<file path="config.mk">
export PLATFORM = sky130hd
export DESIGN_NAME = mul4_fitness_sequencer_flat
export DESIGN_NICKNAME = d
export VERILOG_FILES = /design/src/rtl/mul4_fitness_sequencer_pkg.sv /design/src/rtl/mul4_fitness_sequencer_if.sv /design/src/rtl/mul4_fitness_sequencer_lfsr.sv /design/src/rtl/mul4_fitness_sequencer.sv /design/src/flat_wrapper.sv
export SDC_FILE = /design/constraint.sdc
export NUM_CORES = 2
export LEC_CHECK = 0
export BUFFER_PORTS_ARGS = -buffer_cell sky130_fd_sc_hd__buf_2
export CAP_MARGIN = 5
export CORE_UTILIZATION = 32
export DETAILED_ROUTE_END_ITERATION = 8
export PLACE_DENSITY = 0.45
export SYNTH_ARGS = -nofsm -noshare
export SYNTH_HDL_FRONTEND = slang
export SYNTH_SLANG_ARGS = --single-unit
</file>
<file path="constraint.sdc">
create_clock -name clk -period 11.2 [get_ports clk]
set_clock_uncertainty 0.2 [all_clocks]
set_input_delay 1.68 -clock clk [delete_from_list [all_inputs] [get_ports clk]]
set_output_delay 1.68 -clock clk [all_outputs]
set_load 0.005 [all_outputs]
</file>
<file path="src/rtl/mul4_fitness_sequencer_pkg.sv">
// Shared types, constants and the golden mul4 model for the fitness sequencer.
package mul4_fit_pkg;

  localparam int LANE_W = 16;
  localparam int LFSR_W = 64;
  // Fibonacci taps 64,63,61,60 expressed as bit positions 63,62,60,59.
  localparam logic [LFSR_W-1:0] LFSR_TAPS = 64'hD800_0000_0000_0000;

  typedef enum logic [2:0] {
    IDLE   = 3'd0,
    DRIVE  = 3'd1,
    SAMPLE = 3'd2,
    FIN    = 3'd3,
    DONE   = 3'd4
  } state_t;

  typedef logic [3:0][LANE_W-1:0] lane_t;

  // Lane 3 is the most significant 16 bits of the 64-bit product (y3).
  function automatic lane_t golden_mul4(input logic [LANE_W-1:0] a1, a0, b1, b0);
    logic [63:0] p;
    p = {32'h0, a1, a0} * {32'h0, b1, b0};
    return p;
  endfunction

  function automatic logic [2:0] lane_hits(input logic [3:0] m);
    return 3'(m[0]) + 3'(m[1]) + 3'(m[2]) + 3'(m[3]);
  endfunction

endpackage

</file>
<file path="src/rtl/mul4_fitness_sequencer_if.sv">
// Control and candidate-operand bus between the sequencer and its environment.
interface mul4_fit_if
  import mul4_fit_pkg::*;
#(
  parameter int NUM_VECTORS = 256
);
  localparam int SW = $clog2(4*NUM_VECTORS+1);

  logic              start;
  logic              busy;
  logic              done;
  logic [SW-1:0]     score;
  logic [LANE_W-1:0] dut_a1, dut_a0, dut_b1, dut_b0;
  logic [LANE_W-1:0] dut_y3, dut_y2, dut_y1, dut_y0;

  modport master (
    input  start, dut_y3, dut_y2, dut_y1, dut_y0,
    output busy, done, score, dut_a1, dut_a0, dut_b1, dut_b0
  );

  modport slave (
    output start, dut_y3, dut_y2, dut_y1, dut_y0,
    input  busy, done, score, dut_a1, dut_a0, dut_b1, dut_b0
  );
endinterface

</file>
<file path="src/rtl/mul4_fitness_sequencer_lfsr.sv">
// 64-bit Fibonacci LFSR (shift left, feedback into bit 0) with seed load and step enable.
module mul4_fit_lfsr
  import mul4_fit_pkg::*;
#(
  parameter logic [LFSR_W-1:0] SEED = 64'h1
) (
  input  logic              clk,
  input  logic              rst,
  input  logic              load,
  input  logic [LFSR_W-1:0] seed,
  input  logic              step,
  output logic [LFSR_W-1:0] q,
  output logic [LFSR_W-1:0] nxt
);

  assign nxt = {q[LFSR_W-2:0], ^(q & LFSR_TAPS)};

  always_ff @(posedge clk) begin
    if (rst)       q <= SEED;
    else if (load) q <= seed;
    else if (step) q <= nxt;
  end

endmodule

</file>
<file path="src/rtl/mul4_fitness_sequencer.sv">
// Tournament fitness sequencer: drives LFSR operand vectors into a candidate mul4 and scores it.
// Build option MUL4_FIT_LANE_SCORE_EN: score per matching lane instead of per fully matching vector.
module mul4_fitness_sequencer
  import mul4_fit_pkg::*;
#(
  parameter int                NUM_VECTORS   = 256,
  parameter int                SETTLE_CYCLES = 1,
  parameter logic [LFSR_W-1:0] SEED          = 64'hACE1_0000_0001
) (
  input  logic       clk,
  input  logic       rst,
  mul4_fit_if.master bus
);

  localparam int SW = $clog2(4*NUM_VECTORS+1);
  localparam int VW = (NUM_VECTORS > 1) ? $clog2(NUM_VECTORS) : 1;
  localparam int CW = (SETTLE_CYCLES > 0) ? $clog2(SETTLE_CYCLES+1) : 1;
  localparam logic [SW-1:0]     SCORE_MAX = SW'(4*NUM_VECTORS);
  localparam logic [LFSR_W-1:0] SEED_EFF  = (SEED == '0) ? 64'h1 : SEED;

  state_t            state;
  logic [VW-1:0]     vec_cnt;
  logic [CW-1:0]     settle_cnt;
  logic [SW-1:0]     score_q;
  logic [LFSR_W-1:0] opnd;
  logic [LFSR_W-1:0] lfsr_q, lfsr_nxt;
  lane_t             golden_p1;
  lane_t             y;
  logic [3:0]        match;
  logic [2:0]        add;
  logic              accept;

  function automatic logic [SW-1:0] sat_add(input logic [SW-1:0] s, input logic [2:0] a);
    logic [SW:0] sum;
    sum = {1'b0, s} + (SW+1)'(a);
    return (sum > {1'b0, SCORE_MAX}) ? SCORE_MAX : sum[SW-1:0];
  endfunction

  assign accept = bus.start && ((state == IDLE) || (state == DONE));

  mul4_fit_lfsr #(.SEED(SEED_EFF)) u_lfsr (
    .clk  (clk),
    .rst  (rst),
    .load (accept),
    .seed (SEED_EFF),
    .step (state == SAMPLE),
    .q    (lfsr_q),
    .nxt  (lfsr_nxt)
  );

  // Operands are captured on DRIVE entry and only move when the LFSR advances.
  always_ff @(posedge clk) begin
    if (rst)                  opnd <= '0;
    else if (accept)          opnd <= SEED_EFF;
    else if (state == SAMPLE) opnd <= lfsr_nxt;
  end

  // Stage p1: golden product of the held operands, computed from the LFSR, never from the candidate.
  always_ff @(posedge clk) begin
    if (state == DRIVE)
      golden_p1 <= golden_mul4(lfsr_q[63:48], lfsr_q[47:32], lfsr_q[31:16], lfsr_q[15:0]);
  end

  assign y = {bus.dut_y3, bus.dut_y2, bus.dut_y1, bus.dut_y0};

  always_comb begin
    for (int i = 0; i < 4; i++) match[i] = (y[i] == golden_p1[i]);
`ifdef MUL4_FIT_LANE_SCORE_EN
    add = lane_hits(match);
`else
    add = {2'b00, &match};
`endif
  end

  always_ff @(posedge clk) begin
    if (rst) begin
      state      <= IDLE;
      score_q    <= '0;
      vec_cnt    <= '0;
      settle_cnt <= '0;
    end else begin
      case (state)
        IDLE, DONE: begin
          if (bus.start) begin
            state      <= DRIVE;
            score_q    <= '0;
            vec_cnt    <= '0;
            settle_cnt <= '0;
          end else begin
            state <= IDLE;
          end
        end
        DRIVE: begin
          if (settle_cnt == CW'(SETTLE_CYCLES)) begin
            settle_cnt <= '0;
            state      <= SAMPLE;
          end else begin
            settle_cnt <= settle_cnt + 1'b1;
          end
        end
        SAMPLE: begin
          score_q <= sat_add(score_q, add);
          vec_cnt <= vec_cnt + 1'b1;
          state   <= (vec_cnt == VW'(NUM_VECTORS-1)) ? FIN : DRIVE;
        end
        FIN:     state <= DONE;
        default: state <= IDLE;
      endcase
    end
  end

  assign bus.busy   = (state == DRIVE) || (state == SAMPLE);
  assign bus.done   = (state == FIN);
  assign bus.score  = score_q;
  assign bus.dut_a1 = opnd[63:48];
  assign bus.dut_a0 = opnd[47:32];
  assign bus.dut_b1 = opnd[31:16];
  assign bus.dut_b0 = opnd[15:0];

endmodule
</file>
<file path="src/flat_wrapper.sv">
// flat-port wrapper written by rule: the top's interface ports become plain ports
module mul4_fitness_sequencer_flat import mul4_fit_pkg::*;
#(
  parameter int                NUM_VECTORS   = 256,
  parameter int                SETTLE_CYCLES = 1,
  parameter logic [LFSR_W-1:0] SEED          = 64'hACE1_0000_0001
)
  (clk, rst, bus_start, bus_dut_y3, bus_dut_y2, bus_dut_y1, bus_dut_y0, bus_busy, bus_done, bus_score, bus_dut_a1, bus_dut_a0, bus_dut_b1, bus_dut_b0);
  mul4_fit_if #(.NUM_VECTORS(NUM_VECTORS)) bus_i ();
  input  logic clk;
  input  logic rst;
  input wire logic [$bits(bus_i.start)-1:0] bus_start;
  input wire logic [$bits(bus_i.dut_y3)-1:0] bus_dut_y3;
  input wire logic [$bits(bus_i.dut_y2)-1:0] bus_dut_y2;
  input wire logic [$bits(bus_i.dut_y1)-1:0] bus_dut_y1;
  input wire logic [$bits(bus_i.dut_y0)-1:0] bus_dut_y0;
  output wire logic [$bits(bus_i.busy)-1:0] bus_busy;
  output wire logic [$bits(bus_i.done)-1:0] bus_done;
  output wire logic [$bits(bus_i.score)-1:0] bus_score;
  output wire logic [$bits(bus_i.dut_a1)-1:0] bus_dut_a1;
  output wire logic [$bits(bus_i.dut_a0)-1:0] bus_dut_a0;
  output wire logic [$bits(bus_i.dut_b1)-1:0] bus_dut_b1;
  output wire logic [$bits(bus_i.dut_b0)-1:0] bus_dut_b0;
  assign bus_i.start = bus_start;
  assign bus_i.dut_y3 = bus_dut_y3;
  assign bus_i.dut_y2 = bus_dut_y2;
  assign bus_i.dut_y1 = bus_dut_y1;
  assign bus_i.dut_y0 = bus_dut_y0;
  assign bus_busy = bus_i.busy;
  assign bus_done = bus_i.done;
  assign bus_score = bus_i.score;
  assign bus_dut_a1 = bus_i.dut_a1;
  assign bus_dut_a0 = bus_i.dut_a0;
  assign bus_dut_b1 = bus_i.dut_b1;
  assign bus_dut_b0 = bus_i.dut_b0;
  mul4_fitness_sequencer #(.NUM_VECTORS(NUM_VECTORS), .SETTLE_CYCLES(SETTLE_CYCLES), .SEED(SEED)) u_core (.clk(clk), .rst(rst), .bus(bus_i));
endmodule
</file>
==> summary by stage <==
Die
From bottom edge to top edge, the die measures 357 microns. The floorplan step set the die width to 357 microns. The initial utilization of the core area, before any placement, comes to 32.4%. The initialized floorplan defines 129 standard-cell rows. The die covers 127,000 sq um. The I/O pin total is 144.

The core region is 124,000 sq um.

Layout
The top cell types in the final layout, fill and taps aside, are inv_1 (900), fa_1 (896), nand2_1 (649). The post-synthesis to final-layout area growth is 6.17%. The most frequent standard cell in the layout excluding fill and tap cells is inv_1. The multi-input combinational cells in the finished layout cover a total of 31,600 sq um. The sequential standard cell area is 3850 sq um. The number of filler instances in the final layout is 12,900.

The post-route cell area is 42,700 sq um. The share of final-layout standard cells stronger than drive strength 1 is 6.55%. At the end of the flow the core is filled with cells to 34.4%. The final net count is 5,565.

Synth
A synthesized cell averages 9.13 sq um. In the synthesized netlist the dominant register cell turns out to be dfxtp_1. Synthesis produced a netlist with a net count of 5,637. Of the post-synthesis cell area, the dominant cell type holds 44.6%.

For this run, the register share of the synthesized area comes to 9.56%. The synthesized flop and latch total is 160. The proportion of register bits with asynchronous set or reset after synthesis is 0%. fa_1 takes more of the synthesized area than any other cell.

Sorting the synthesized cells by area gives the leading types as fa_1 (45%), and2_1 (9.2%), inv_1 (8.4%). After synthesis the cells add up to 40,200 sq um. Counting flops with a built-in enable in the synthesized netlist gives 64. The number of instances in the synthesized netlist is 4,408. The Yosys warning count is 0.

The count of unique library cells instantiated by Yosys is 74.

Drt
The post-detailed-route DRC marker count is 0. The total via count after detailed routing is 28,600. Once detail routing completed, the nets flagged for antenna violations numbered 0. The overall routed net length is 131 mm. After detailed routing, the number of vias per cell comes to 4.78. In the final routed layout, each cell accounts on average for 21.9 microns. The first-pass iteration count of the detailed router is 5. In this run, the number of DRC markers left after iteration 0 of detailed routing was 1,647.

Critical path
The worst path buffer plus inverter count is 3. The largest fanout of any net on the critical path is 15. The nature of the critical path endpoint is a register. The delay of the slowest critical-path stage is 1.14 ns.

The depth of the critical timing path with buffers and inverters included is 22. The worst endpoint required time is 11.25 ns. The data arrival time of the critical path is 8.80 ns. The startpoint-to-endpoint class of the critical path is reg -> reg. The signal on the critical path passes through buf_4, and2_1, fa_1, fa_1, inv_1, fa_1, fa_1, inv_1, fa_1, fa_1, fa_1, fa_1, ha_1, a21oi_1, o21a_1, a211o_1, a221o_1, a21oi_1, nand3_1, nand3_1, a41oi_1, xnor2_1.

In this design, the largest share of critical-path delay is due to adder cells. The most numerous cell type found on the critical path is fa_1. The kind of launch point of the worst setup path is a register. The worst-path cell with the longest stage delay is dfxtp_1. The worst reg2reg path depth is 22.

Global routing
The via count of the first global-routing pass is 31,300. The overall track demand over capacity in global routing is 21.3%. The global-route wire length before repair is 201 mm. The number of antenna violations at the first check in global routing is 7. The largest net degree at the start of global routing is 83. The global-route congestion overflow total is 0.

Clock tree
The root buffer cell is clkbuf_16. The clock edge transition at the registers on the reported setup and hold paths is 0.08 ns. Counting the buffers created by CTS gives 17. Once the clock tree was built, the resizer swapped 0 gates to a different size. In this run the deepest clock path goes through 2 buffers.

Clock latency on the worst-skew pair, taken at its later pin, is 0.51 ns. The hold buffer count at cts is 0. The number of setup buffers added after CTS is 0. In this run the number of H-tree levels came out at 4.

The clock tree from TritonCTS is done. The clock drives 160 sinks.

Power
The worst-case vdd ir drop is 128 uV. The leakage power is 20.8 nW. In this run the power density over the cells is 31.9 nW/um^2.

Timing
The number of setup violations in the final report is 0. The actual slew at the worst max-slew pin is 1.23 ns. Adding up every negative setup slack in the final design gives 0 ns. The worst pin sits at a relative slew slack of 17.7%.

Setup repair after global routing left no endpoint under its margin. Derived from the worst setup path, the maximum achievable clock frequency is 0.114 GHz. The number of hold-slack violations in the final timing report is 0. Subtracting the final worst setup slack from the clock period gives 8.75 ns. The final critical-path share of the clock period is 78.1%. The number of max-slew violations in the final report is 0.

Run
The tool flagged a number of max-cap violations equal to 0.

Place
The placed instances occupy a cell area of 42,100 sq um. Summed over all nets, the half-perimeter wirelength after detailed placement is 99.4 mm. The congestion estimate from routability-driven global placement came to 0.850.

Port buffering added 143 buffers.

Status
The run finished with clean final reports.

Hold path
Along the worst hold path, the cell count comes to 2. The kind of path behind the tightest hold check is reg -> reg.
-- cell usage after synthesis (2+ instances only) --
cell / n
edfxtp_1: 64
nand3_1: 35
o21bai_1: 13
and3_1: 4
buf_4: 55
o21ai_0: 33
a22oi_1: 5
a21o_2: 2
a211oi_1: 4
buf_2: 4
or3_1: 6
o21a_1: 8
or2_2: 2
a31oi_1: 16
and2_1: 590
xor2_1: 92
a21oi_1: 147
a31oi_4: 2
ha_1: 266
o211ai_1: 4
xnor2_1: 43
nand2_1: 650
a21oi_2: 3
buf_1: 6
a221oi_1: 3
dfxtp_1: 96
nor3_1: 12
nor3b_1: 2
nor4_1: 22
buf_6: 8
nand2b_1: 6
nand3b_1: 4
inv_1: 901
nor2b_1: 6
o311a_1: 2
a21o_1: 24
o21ai_1: 12
o31ai_1: 6
nor2_1: 64
nand4_1: 23
o21ai_2: 3
clkbuf_1: 233
fa_1: 896
-- per-stage QoR --
stage | power, mW | std cells | worst slack (ns) | hold slack, ns
finish | 1.36 | 5987 | 2.45 | 0.263
global route | 1.41 | 5986 | 2.08 | 0.304
CTS | 1.39 | 5986 | 2.49 | 0.261
detailed placement | 0.754 | 5954 | 2.50 | 0.250
global placement | 0.755 | 5954 | 2.63 | 0.249
floorplan | 0.699 | 4408 | 3.89 | 0.227
-- report_power, final --
group          leakage, nW  internal [mW]  switching [mW]
Clock                0.283          0.313           0.309
Combinational         19.2         0.0319          0.0658
Sequential            1.38          0.626          0.0152
-- logic make-up (layout without fill, tap and decap cells) --
group | Yosys count | after routing | share of synthesized area [%]
flip-flops | 160 | 160 | 9.56
XOR/XNOR | 135 | 135 | 2.94
adder cells (fa/ha/maj) | 1162 | 1162 | 52.9
other | 0 | 1 | 0
AND/OR/NAND/NOR | 1434 | 1434 | 17.8
multiplexers | 2 | 2 | 0.0529
AO/OA/AOI/OAI | 307 | 307 | 4.84
buffers and inverters | 1208 | 1149 | 12.0
-- worst paths after layout --
check                                                      start  slack (ns)                               end
worst max-delay path            u_core.u_lfsr.q[50]$_SDFFE_PP0P_        2.45    u_core.golden_p1[59]$_DFFE_PP_
worst min-delay path            u_core.u_lfsr.q[34]$_SDFFE_PP0P_        0.26  u_core.u_lfsr.q[34]$_SDFFE_PP0P_
worst max register to register  u_core.u_lfsr.q[50]$_SDFFE_PP0P_        2.45    u_core.golden_p1[59]$_DFFE_PP_
worst min register to register  u_core.u_lfsr.q[34]$_SDFFE_PP0P_        0.26  u_core.u_lfsr.q[34]$_SDFFE_PP0P_
-- sequential cells by signal (all words and copies together), names as in the netlist --
| name | cells |
|---|---|
| u_core.golden_p1 | 64 |
| u_core.u_lfsr.q | 64 |
| u_core.bus.score | 11 |
| u_core.opnd | 9 |
| u_core.vec_cnt | 8 |
| u_core.state | 3 |
| u_core.settle_cnt | 1 |
-- routing by layer --
| layer | up-vias | track usage, % | part of all wire (%) | routed length [microns] |
|---|---|---|---|---|
| met2 | 505 | 39.3 | 54 | 70000 |
| met1 | 15200 | 27.0 | 42 | 54700 |
| li1 | 12800 | - | - | - |
| met3 | 103 | 1.30 | 2.7 | 3510 |
| met4 | 0 | 5.06 | 2.0 | 2590 |
| met5 | - | 0 | 0 | 0 |
-- tightest hold or removal path: cells and delay by family (launching register included) --
kind,cells,cell delay [ns]
compound gates,1,0.05
simple gates,1,0.05
flops,1,0.32
-- cell type report --
cell class              count  area share (%)
repair buffers            216            2.96
diodes                      1         0.00586
well taps                1637            4.80
multi-input cells        3040            74.0
clock inverters            12           0.226
inverters                 901            7.92
clock buffers              20            1.12
flip-flops and latches    160            9.02
No activity file was read; power rests on OpenSTA's default activity.
